==> src/rtl/counter_nd.sv <==
// counter_nd: N-dimensional nested counter with per-axis run-time limits.
// Axis 0 is the fastest; each higher axis advances when every lower axis rolls over.
// Supports up/down counting, synchronous clear and a one-shot mode with a sticky done flag.
module counter_nd #(
  parameter int unsigned NDIM = 2,
  parameter int unsigned W    = 16
) (
  input  logic              clk,
  input  logic              rst_n,
  input  logic              en_i,
  input  logic              clr_i,
  input  logic              dir_i,
  input  logic              oneshot_i,
  input  logic [NDIM*W-1:0] limit_i,
  output logic [NDIM*W-1:0] count_o,
  output logic [NDIM-1:0]   wrap_o,
  output logic              last_o,
  output logic              done_o
);

  // Per-axis views of the flat limit and count buses; axis i sits at [i*W +: W].
  logic [NDIM-1:0][W-1:0] lim;
  logic [NDIM-1:0][W-1:0] cnt_q, cnt_d;
  logic                   done_q, done_d;

  logic [NDIM-1:0] term;
  logic [NDIM:0]   carry;
  logic            step;
  logic            complete;

  assign lim = limit_i;

  // Terminal test per axis; up uses >= so a lowered limit ends the axis at once.
  always_comb begin
    term = '0;
    for (int i = 0; i < NDIM; i++) begin
      if (dir_i) begin
        term[i] = (cnt_q[i] == '0);
      end else begin
        term[i] = (cnt_q[i] >= lim[i]);
      end
    end
  end

  assign step = en_i && !done_q && !clr_i;

  // Ripple carry: an axis advances only when all lower axes are terminal.
  // carry[i+1] doubles as the wrap strobe of axis i.
  always_comb begin
    carry    = '0;
    carry[0] = step;
    for (int i = 0; i < NDIM; i++) begin
      carry[i+1] = carry[i] && term[i];
    end
  end

  assign last_o   = &term;
  assign wrap_o   = carry[NDIM:1];
  assign complete = oneshot_i && step && last_o;

  // Next-state per axis: clear, one-shot hold, wrap to start, step, or hold.
  always_comb begin
    cnt_d = cnt_q;
    for (int i = 0; i < NDIM; i++) begin
      if (clr_i) begin
        cnt_d[i] = dir_i ? lim[i] : '0;
      end else if (complete) begin
        cnt_d[i] = cnt_q[i];
      end else if (carry[i+1]) begin
        cnt_d[i] = dir_i ? lim[i] : '0;
      end else if (carry[i]) begin
        cnt_d[i] = dir_i ? (cnt_q[i] - W'(1)) : (cnt_q[i] + W'(1));
      end
    end
  end

  // Sticky completion flag; only clear or reset releases it.
  always_comb begin
    done_d = done_q;
    if (clr_i) begin
      done_d = 1'b0;
    end else if (complete) begin
      done_d = 1'b1;
    end
  end

  // State registers with asynchronous active-low reset.
  always_ff @(posedge clk or negedge rst_n) begin
    if (!rst_n) begin
      cnt_q  <= '0;
      done_q <= 1'b0;
    end else begin
      cnt_q  <= cnt_d;
      done_q <= done_d;
    end
  end

  assign count_o = cnt_q;
  assign done_o  = done_q;

endmodule

==> config.mk <==
export PLATFORM = sky130hd
export DESIGN_NAME = counter_nd
export DESIGN_NICKNAME = d
export VERILOG_FILES = /design/src/rtl/counter_nd.sv
export SDC_FILE = /design/constraint.sdc
export NUM_CORES = 1
export LEC_CHECK = 0
export ABC_AREA = 1
export CORE_UTILIZATION = 41
export CTS_CLUSTER_SIZE = 10
export DETAILED_ROUTE_END_ITERATION = 6
export MAX_ROUTING_LAYER = met4
export PLACE_DENSITY = 0.67
export RECOVER_POWER = 100
export SLEW_MARGIN = 15
export SYNTH_ARGS = -nofsm -noshare
export SYNTH_HDL_FRONTEND = slang
export SYNTH_SLANG_ARGS = --single-unit
==> constraint.sdc <==
create_clock -name clk -period 4.2 [get_ports clk]
set_clock_uncertainty 0.1 [all_clocks]
set_input_delay 0.63 -clock clk [delete_from_list [all_inputs] [get_ports clk]]
set_output_delay 0.63 -clock clk [all_outputs]
set_load 0.03 [all_outputs]
==> run_results.csv <==
group,metric,value,unit
global_routing,busiest_layer,"met2",
sta,final_hold_viol_count,0,
critical_path,rrSetupSlack,1.06,ns
sta,fin_tns_setup,0,ns
clock_tree,cts_setup_buffers,0,
critical_path,worst-r2r-cell-count,14,
critical_path,crit_path_end_kind,"output pin",
sta,final_max_slew_viol_count,34,
synthesis,yosysSeqAreaShare,18.4,%
synthesis,postSynthCellCount,707,
synthesis,synth_seq_cells,33,
global_routing,grt_overflow,0,
synthesis,async_flop_share,100,%
clock_tree,cts-root-buf,"clkbuf_8",
sta,min_period,3.87,ns
power,p_leak,3.10,nW
sta,fmax,258,MHz
placed_design,hpwlAfterDp,9900,um
flow_run,drv_cap,1,
global_routing,use_met3,2.37,%
hold_path,whs_path_depth,2,
finish,fillers,1122,
route,ant_nets,0,
global_routing,grt_pass1_wl,21700,um
finish,register_area,826,um^2
route,drc,0,
finish,final_core_util,51.6,%
sta,slew_headroom,-42.2,%
synthesis,postSynthNetCount,807,
finish,synthToLayoutAreaGrowth,20.0,%
placed_design,io_buffers,73,
finish,nets,878,
clock_tree,worstSkewPairLatency,0.30,ns
floorplanning,start_util,43.0,%
synthesis,synthesis.area,0.00450,mm^2
critical_path,setup.worst_path.class,"input port to output pin",
route,wl,13000,um
critical_path,crit_path_cell_trace,"dlygate4sd3_1 -> inv_1 -> ha_1 -> nand2_1 -> inv_1 -> o21ai_0 -> a21oi_1 -> nor2_1 -> nand2_1 -> nand3_4 -> nor2_1 -> dlygate4sd3_1",
clock_tree,clk_pin_slew,0.07,ns
route,first_pass_iters,4,
critical_path,regToRegEndpoint,"count_o[24]",
sta,finalCritPeriodShare,92.2,%
sta,rsz0062_at_grt,"false",
hold_path,min_to,"done_o",
clock_tree,post_cts_resized,0,
global_routing,grt_pass1_vias,4648,
critical_path,r2r_start,"count_o[9]",
global_routing,grt_max_degree,34,
synthesis,yosysWarnings,0,
route,via_per_inst,5.14,
synthesis,synth_top_area_cell,"nand2_1",
finish,drive_above_1_share,4.63,%
synthesis,synth_cell_types,39,
critical_path,slowest_delay,0.77,ns
route,wl_per_cell,14.2,um
synthesis,synth_edf_count,0,
critical_path,cp_slowest_cell,"dlygate4sd3_1",
clock_tree,cts.htree.levels,2,
clock_tree,cts_buffers,5,
clock_tree,clock_path_buffers,2,
run_status,violations,"capacitance limit, slew limit",
power,peakVddDrop,0.272,mV
power,power.total,0.00249,W
floorplanning,ioPinCount,74,
floorplanning,core_area,0.0105,mm^2
run_status,status,"complete, but fails checks",
critical_path,crit_path_start_kind,"input port",
critical_path,crit_arrival,3.14,ns
finish,num_antenna_cells,0,
critical_path,startpoint,"limit_i[9]",
sta,whs,0.441,ns
sta,setup_viol,0,
route,drtIter0Drc,195,
synthesis,ys.flop_type,"dfrtp_1",
finish,layout_common_cells,"nand2_1, inv_1, ha_1",
clock_tree,ctsHoldBuffers,0,
synthesis,synthTopCellsByArea,"nand2_1, dfrtp_1, ha_1",
clock_tree,cts.sinks,33,
sta,layout_setup_ws,0.326,ns
floorplanning,rows,37,
power,powerDensity,461,mW/mm^2
floorplanning,fp.dieArea,0.0114,mm^2
synthesis,synth_top_area_share,20.3,%
route,vias,4702,
global_routing,grt_usage,24.4,%
floorplanning,die_y,107,um
placed_design,dpl_worst_slack,0.365,ns
global_routing,use_met1,29.1,%
synthesis,avgSynthCellArea,6.36,um^2
sta,worst_pin_slew,2.13,ns
floorplanning,die_width,107,um
critical_path,cp.required,3.47,ns
global_routing,grt_util_met2,44.2,%
finish,multi_input_area,0.00318,mm^2
critical_path,cp_max_fo,5,
hold_path,min-delay-start,"done_o",
finish,mostFrequentLayoutCell,"nand2_1",
global_routing,antenna_found_initial,0,
placed_design,gp_congestion,0.913,
hold_path,hp-class,"flip-flop to flip-flop",
clock_tree,cts_tree,"done",
==> worst max-delay path, delay by kind of cell <==
| kind | cells | cell delay, ns |
|---|---|---|
| buffers and inverters | 4 | 1.40 |
| AND/OR/NAND/NOR | 5 | 0.56 |
| adder cells (fa/ha/maj) | 1 | 0.29 |
| AO/OA/AOI/OAI | 2 | 0.24 |
==> registers in the layout, summed over array words and instances (netlist names) <==
signal,count
count_o,32
done_o,1
==> kinds of logic after synthesis <==
family	Yosys count	synth area share, %
flops	33	18.4
xor+xnor	24	4.67
simple gates	395	38.6
compound gates	79	10.2
buf+inv	114	10.6
fa+ha+maj	62	17.6
==> cell type report <==
cell class	count	share of cell area (%)
multi-input cells	560	58.8
flip-flops and latches	33	15.3
repair buffers	79	14.2
inverters	99	6.89
well taps	136	3.15
clock buffers	7	1.60
==> Yosys cell counts, types with 2 or more instances <==
master / instances
nand2_8: 2
nand4_1: 7
a21o_1: 7
nor4_1: 5
buf_4: 4
nand2_2: 3
clkinv_1: 2
ha_1: 60
fa_1: 2
nor3_1: 7
nand2_1: 243
inv_2: 2
o21ai_0: 10
buf_6: 4
nor2_2: 6
nor2_1: 52
o21bai_1: 4
nand2_4: 3
buf_2: 3
clkbuf_1: 4
nand3b_1: 3
a21oi_1: 39
xnor2_1: 7
dfrtp_1: 33
xor2_1: 17
inv_1: 95
o21ai_1: 7
a21oi_2: 6
a31oi_1: 3
nand3_1: 58
==> per-layer routing <==
layer / part of all wire, % / wire (um) / vias up
met5: 0 / 0 / -
met4: 0.86 / 112 / 0
met3: 3.9 / 504 / 10
met2: 50 / 6560 / 104
met1: 45 / 5820 / 2180
li1: - / - / 2408
==> worst max-delay path by stage <==
stage / to / slack, ns
finish: wrap_o[1] / 0.33
global route: wrap_o[1] / 0.15
floorplan: wrap_o[1] / 1.37
detailed placement: wrap_o[1] / 0.37
global placement: wrap_o[1] / 0.38
CTS: wrap_o[1] / 0.36
==> power breakdown <==
| group | switching [W] | internal [W] | total, W |
|---|---|---|---|
| sequential | 0.000153 | 0.000406 | 0.000559 |
| combinational | 0.00101 | 0.000647 | 0.00166 |
| clock | 0.000139 | 0.000131 | 0.000269 |
==> metrics by stage <==
| step | instances | instance area (um^2) |
|---|---|---|
| finish | 914 | 5400 |
| floorplan | 707 | 4500 |
| CTS | 914 | 5420 |
| global placement | 907 | 5330 |
| detailed placement | 907 | 5330 |
| global route | 914 | 5400 |
No activity file was read; power rests on OpenSTA's default activity.
